--- config.mk ---
export PLATFORM = sky130hd
export DESIGN_NAME = branch_btb
export DESIGN_NICKNAME = d
export VERILOG_FILES = /design/src/rtl/branch_pkg.sv /design/src/rtl/branch_btb_sat_ctr.sv /design/src/rtl/branch_btb.sv
export SDC_FILE = /design/constraint.sdc
export NUM_CORES = 2
export LEC_CHECK = 0
export BUFFER_PORTS_ARGS = -buffer_cell sky130_fd_sc_hd__buf_2
export CAP_MARGIN = 5
export CORE_MARGIN = 2
export CORE_UTILIZATION = 45
export DETAILED_ROUTE_END_ITERATION = 10
export SKIP_LAST_GASP = 1
export SLEW_MARGIN = 10
export SYNTH_ARGS = -nofsm -noshare
export SYNTH_HDL_FRONTEND = slang
export SYNTH_SLANG_ARGS = --single-unit
--- constraint.sdc ---
create_clock -name clk -period 13.6 [get_ports clk]
set_input_delay 2.72 -clock clk [delete_from_list [all_inputs] [get_ports clk]]
set_output_delay 2.72 -clock clk [all_outputs]
set_load 0.1 [all_outputs]
--- src/rtl/branch_pkg.sv ---
// branch_pkg: shared types and helpers for the branch target buffer.
//   XLEN         - architectural PC width.
//   CTR_W_MAX    - widest direction counter an entry can store.
//   SNT/WNT/WT/ST- 2-bit direction counter encodings.
//   btb_entry_t  - one table entry (valid, tag, target, ctr).
//   pc_idx/pc_tag- split a PC into table index and tag for a given IDX_W.
// The tag field is XLEN wide and ctr is CTR_W_MAX wide, so the struct can
// serve any table geometry. Unused upper bits are always written as zero.
package branch_pkg;

    localparam int XLEN      = 32;
    localparam int CTR_W_MAX = 8;

    localparam logic [1:0] SNT = 2'b00;
    localparam logic [1:0] WNT = 2'b01;
    localparam logic [1:0] WT  = 2'b10;
    localparam logic [1:0] ST  = 2'b11;

    typedef struct packed {
        logic                 valid;
        logic [XLEN-1:0]      tag;
        logic [XLEN-1:0]      target;
        logic [CTR_W_MAX-1:0] ctr;
    } btb_entry_t;

    // Index is pc[idx_w+1:2], returned zero-extended.
    function automatic logic [XLEN-1:0] pc_idx(input logic [XLEN-1:0] pc,
                                               input int idx_w);
        return (pc >> 2) & ((XLEN'(1) << idx_w) - XLEN'(1));
    endfunction

    // Tag is pc[31:idx_w+2], returned zero-extended.
    function automatic logic [XLEN-1:0] pc_tag(input logic [XLEN-1:0] pc,
                                               input int idx_w);
        return pc >> (idx_w + 2);
    endfunction

endpackage

--- src/rtl/branch_btb_sat_ctr.sv ---
// sat_ctr: combinational saturating up/down counter next-state.
//   ctr_in  - current counter value.
//   inc     - 1 = count up, 0 = count down.
//   ctr_out - next value, clamped at 0 and all-ones.
module sat_ctr #(
    parameter int CTR_W = 2
) (
    input  logic [CTR_W-1:0] ctr_in,
    input  logic             inc,
    output logic [CTR_W-1:0] ctr_out
);

    always_comb begin
        ctr_out = ctr_in;
        if (inc) begin
            if (ctr_in != '1) ctr_out = ctr_in + CTR_W'(1);
        end else begin
            if (ctr_in != '0) ctr_out = ctr_in - CTR_W'(1);
        end
    end

endmodule

--- src/rtl/branch_btb.sv ---
// branch_btb: direct-mapped branch target buffer with per-entry direction
// counters, registered mispredict/redirect and a mispredict perf counter.
//   clk, rst            - clock, synchronous active-high reset.
//   stall               - freezes all state for the cycle.
//   flush               - drops this cycle's lookup result.
//   lookup_*            - fetch request; pred_* returned one cycle later.
//   upd_*               - resolved branch/jump from execute; trains table.
//   mispredict/redirect_pc - registered outcome check of the update.
//   mispred_cnt         - saturating count of mispredicts.
// Build option: BTB_BYPASS_EN forwards a same-cycle, same-index table write
// into the lookup result; without it the lookup reads the old entry.
module branch_btb
    import branch_pkg::*;
#(
    parameter int ENTRIES = 16,
    parameter int CTR_W   = 2,
    parameter int CNT_W   = 16
) (
    input  logic             clk,
    input  logic             rst,
    input  logic             stall,
    input  logic             flush,
    input  logic             lookup_valid,
    input  logic [31:0]      lookup_pc,
    output logic             pred_valid,
    output logic             pred_hit,
    output logic             pred_taken,
    output logic [31:0]      pred_target,
    input  logic             upd_valid,
    input  logic [31:0]      upd_pc,
    input  logic             upd_is_jmp,
    input  logic             upd_taken,
    input  logic [31:0]      upd_target,
    input  logic             upd_pred_taken,
    input  logic [31:0]      upd_pred_target,
    output logic             mispredict,
    output logic [31:0]      redirect_pc,
    output logic [CNT_W-1:0] mispred_cnt
);

    localparam int IDX_W = $clog2(ENTRIES);
    localparam logic [CTR_W-1:0] CTR_ST = '1;
    localparam logic [CTR_W-1:0] CTR_WT = CTR_W'(1) << (CTR_W - 1);

    btb_entry_t table_q [ENTRIES];

    // ---------------- update path ----------------
    logic [IDX_W-1:0] u_idx;
    logic [XLEN-1:0]  u_tag;
    btb_entry_t       u_rd;
    logic             u_hit;
    logic             u_do;
    logic [CTR_W-1:0] u_ctr_nxt;
    logic             wr_en;
    btb_entry_t       wr_entry;
    logic             u_mis;

    assign u_idx = IDX_W'(pc_idx(upd_pc, IDX_W));
    assign u_tag = pc_tag(upd_pc, IDX_W);
    assign u_rd  = table_q[u_idx];
    assign u_hit = u_rd.valid && (u_rd.tag == u_tag);
    assign u_do  = upd_valid && !stall;

    sat_ctr #(.CTR_W(CTR_W)) u_sat_ctr (
        .ctr_in  (u_rd.ctr[CTR_W-1:0]),
        .inc     (upd_taken),
        .ctr_out (u_ctr_nxt)
    );

    always_comb begin
        wr_en    = 1'b0;
        wr_entry = u_rd;
        if (u_do) begin
            if (u_hit) begin
                wr_en = 1'b1;
                if (upd_is_jmp) begin
                    wr_entry.ctr    = CTR_W_MAX'(CTR_ST);
                    wr_entry.target = upd_target;
                end else begin
                    wr_entry.ctr = CTR_W_MAX'(u_ctr_nxt);
                    // Not-taken outcomes keep the last known target.
                    if (upd_taken) wr_entry.target = upd_target;
                end
            end else if (upd_taken) begin
                // Allocation simply replaces whatever held this index.
                wr_en           = 1'b1;
                wr_entry.valid  = 1'b1;
                wr_entry.tag    = u_tag;
                wr_entry.target = upd_target;
                wr_entry.ctr    = CTR_W_MAX'(upd_is_jmp ? CTR_ST : CTR_WT);
            end
        end
    end

    assign u_mis = (upd_taken != upd_pred_taken) ||
                   (upd_taken && (upd_target != upd_pred_target));

    // The table is flops so reset can clear every valid bit at once.
    always_ff @(posedge clk) begin
        if (rst) begin
            for (int i = 0; i < ENTRIES; i++) table_q[i].valid <= 1'b0;
        end else if (wr_en) begin
            table_q[u_idx] <= wr_entry;
        end
    end

    // ---------------- lookup path ----------------
    logic [IDX_W-1:0] l_idx;
    logic [XLEN-1:0]  l_tag;
    btb_entry_t       l_rd;
    logic             l_hit;
    logic             l_taken;
    logic [31:0]      l_target;

    assign l_idx = IDX_W'(pc_idx(lookup_pc, IDX_W));
    assign l_tag = pc_tag(lookup_pc, IDX_W);

    always_comb begin
        l_rd = table_q[l_idx];
`ifdef BTB_BYPASS_EN
        if (wr_en && (u_idx == l_idx)) l_rd = wr_entry;
`endif
    end

    assign l_hit    = l_rd.valid && (l_rd.tag == l_tag);
    // Upper ctr bits are stored as zero, so shifting tests the CTR_W MSB.
    assign l_taken  = l_hit && ((l_rd.ctr >> (CTR_W - 1)) != '0);
    assign l_target = l_taken ? l_rd.target : lookup_pc + 32'd4;

    // ---------------- registered outputs ----------------
    always_ff @(posedge clk) begin
        if (rst) begin
            pred_valid  <= 1'b0;
            pred_hit    <= 1'b0;
            pred_taken  <= 1'b0;
            pred_target <= '0;
            mispredict  <= 1'b0;
            redirect_pc <= '0;
            mispred_cnt <= '0;
        end else if (!stall) begin
            pred_valid <= lookup_valid && !flush;
            if (lookup_valid && !flush) begin
                pred_hit    <= l_hit;
                pred_taken  <= l_taken;
                pred_target <= l_target;
            end
            mispredict <= upd_valid && u_mis;
            if (upd_valid)
                redirect_pc <= upd_taken ? upd_target : upd_pc + 32'd4;
            if (upd_valid && u_mis && (mispred_cnt != '1))
                mispred_cnt <= mispred_cnt + CNT_W'(1);
        end
    end

endmodule
==> flow_summary_export.csv <==
group,metric,value,unit
routing,drt_iter0_markers,5703,
worst_setup_path,cp-start-kind,"primary input",
synth,synth_area,0.0611,sq mm
clock_network,cts_resized,0,
synth,yosysTopAreaCellShare,0.574,
floorplan,fp.dieH,372,microns
placement,placedCellCount,5406,
timing,hold_viol_final,0,
routing,ant_nets,0,
synth,async_reset_ff_frac,0,
clock_network,ctsLongestPathBuffers,3,
min_path,hold-path-cell-count,2,
worst_setup_path,worstSetupPathType,"primary input to flop",
global_route,first_global_vias,37549,
synth,synth.net_count,3750,
clock_network,numCtsBuffers,135,
worst_setup_path,r2r_cells,10,
worst_setup_path,critPathMaxFanout,96,
placement,dp_hpwl,129000,microns
clock_network,clock_latency,0.80,ns
cells_and_area,nFillCells,11043,
run_status,status,"completed",
placement,portBuffers,220,
clock_network,holdBufCountCts,0,
timing,tightest_slew,1.43,ns
pwr,power,8.89,mW
synth,ys_types,74,
synth,synth_ff_type,"edfxtp_1",
routing,drt-total-wl,205000,microns
timing,rsz0062_at_grt,"false",
routing,top_layer_used,"met5",
worst_setup_path,endpoint_kind,"flop",
floorplan,start_util,0.452,
synth,ys_seq_elements,1252,
clock_network,cts_root_buffer,"clkbuf_16",
cells_and_area,syn_to_final_growth,11.7,%
timing,maxSlewViolCount,0,
clock_network,cts.sinks,1252,
routing,wl_met3,26900,microns
cells_and_area,final_cells,5661,
synth,ys_seq_area_frac,0.602,
min_path,hold_class,"flop to flop",
global_route,grt_antenna_before_repair,18,
worst_setup_path,cp.arrival,8.96,ns
synth,synth-edff-count,1168,
global_route,overflow,0,
timing,period_needed,8.58,ns
synth,yosysTopAreaCell,"edfxtp_1",
global_route,track_usage,0.296,
global_route,grt_pass1_wl,286000,microns
global_route,grt_max_degree,98,
routing,vias,38687,
clock_network,h-tree-depth,4,
routing,wire_per_inst,36.2,microns
synth,yosys_warnings,0,
timing,fin_crit_sh,0.631,
cells_and_area,layout-drive-gt1-share,0.299,
clock_network,cts_tree,"done",
floorplan,die_area,0.139,sq mm
floorplan,core_area,0.135,sq mm
clock_network,post-cts-setup-buffers,0,
pwr,p_leak,22.0,nW
clock_network,clk_pin_slew,0.06,ns
routing,first_pass_iters,6,
synth,ys_top_cells_by_area,"edfxtp_1 57%, mux4_2 21%, dfxtp_1 2.8%, mux2i_1 2.3%, xnor2_1 1.3%",
timing,finalSetupTns,0,ns
routing,m1WireLength,80200,microns
timing,clock_skew,0.0401,ns
pwr,ir_worst_vdd,0.123,mV
routing,drc_errors,0,
floorplan,io_pins,221,
routing,vias_per_cell,6.83,
placement,place_congestion,1.02,
timing,fmaxAchievable,117,MHz
timing,relSlewSlack,0.0381,
routing,wl_met2,89300,microns
flow_run,maxCapViolations,0,
timing,setup_viol,0,
floorplan,core.rowCount,135,
floorplan,die_width,372,microns
cells_and_area,nNetsFinal,3908,
synth,syn_avg_cell_area,16.9,sq um
synth,syn_inst,3607,
pwr,power_density,130,mW/mm^2
worst_setup_path,worstPathRequired,13.98,ns
[power by group]
part	internal (mW)	switching, mW
sequential	4.31	0.0130
combinational	0.314	0.647
clock	2.06	1.54
total	6.69	2.20
[cells by family (layout without fill, tap and decap cells)]
group	Yosys count	in the layout	synth area share
AO/OA/AOI/OAI	410	410	0.0450
XOR/XNOR	150	150	0.0215
adder cells (fa/ha/maj)	6	6	0.00123
buffers and inverters	310	578	0.0241
flip-flops	1252	1252	0.602
multiplexers	759	759	0.243
other	0	5	0
AND/OR/NAND/NOR	720	720	0.0629
[placed cells by master, fill, tap and decap left out, types with 46 or more instances in the layout]
cell and instances:
edfxtp_1 1168, mux4_2 569, buf_2 212, nand2_1 190, clkbuf_16 143, mux2i_1 137
nor2_1 111, o21ai_0 97, xnor2_1 88, buf_4 86, dfxtp_1 84, nand3_1 69
a21oi_1 64, xor2_1 62, nor4_1 61, and3_1 57, o211ai_1 52, and4_1 46
[sequential cells by signal (all words and copies together), names as in the netlist]
signal       flops
mispred_cnt     16
mispredict       1
pred_hit         1
pred_taken       1
pred_target     32
pred_valid       1
redirect_pc     32
table_q       1168
[synthesized netlist by cell type (11+ instances only)]
cell,number
edfxtp_1,1168
mux4_2,569
nand2_1,190
mux2i_1,138
clkbuf_1,133
nor2_1,112
o21ai_0,97
buf_2,91
xnor2_1,88
dfxtp_1,84
nand3_1,69
a21oi_1,65
nor4_1,65
and3_1,63
xor2_1,62
o211ai_1,52
and4_1,48
nor3_1,40
a22oi_1,37
nand4_1,33
mux2_2,31
buf_1,25
a311oi_1,24
buf_4,24
a31oi_1,21
mux2_4,20
nor2b_1,20
a21boi_0,18
inv_1,18
a211oi_1,17
o21a_1,17
and2_1,15
buf_6,14
nand2b_1,13
o22ai_1,11
[path summary, 6_finish.rpt]
check | end | start | slack, ns
worst min-delay path | redirect_pc[10]$_SDFFE_PP0P_ | redirect_pc[10]$_SDFFE_PP0P_ | 0.45
worst max register to register | table_q[8][11]$_DFFE_PP_ | table_q[15][52]$_DFFE_PP_ | 7.41
worst min register to register | redirect_pc[10]$_SDFFE_PP0P_ | redirect_pc[10]$_SDFFE_PP0P_ | 0.45
worst max-delay path | table_q[8][11]$_DFFE_PP_ | upd_pc[5] | 5.02
[routing by layer]
| layer | up-vias | track usage |
|---|---|---|
| met5 | - | 0 |
| met4 | 18 | 0.115 |
| met3 | 415 | 0.0973 |
| met2 | 2669 | 0.426 |
| met1 | 20223 | 0.418 |
| li1 | 15362 | - |
[area by class of cell]
class	instances	area [sq um]	area share
clock inverter	61	480	0.00704
multi-input combinational	2045	23000	0.337
tap	1781	2230	0.0327
clock buffer	186	3790	0.0555
inverter	23	88.8	0.00130
timing repair buffer	308	1870	0.0274
antenna	5	12.5	0.000183
sequential	1252	36800	0.539
[critical path, cell delays in order]
cell      delay [ns]
clkbuf_8        0.54
buf_12          0.51
nor2b_1         0.44
a22oi_1         0.35
nand2_1         0.09
nor4_1          0.50
nand3_1         0.33
nor4_4          0.40
buf_4           0.65
a31o_2          0.45
and3_4          0.65
buf_4           0.92
[stage by stage]
stage                     setup WS (ns)   util  hold WS [ns]  area, sq um
after floorplan                    1.17      -         0.883        61100
after global placement             4.40  0.473         0.440        63900
after detailed placement           4.40  0.473         0.444        63900
after CTS                          5.23  0.505         0.452        68200
after global routing               5.00  0.505         0.475        68200
final                              5.02  0.505         0.451        68200
No activity file was read; power rests on OpenSTA's default activity.
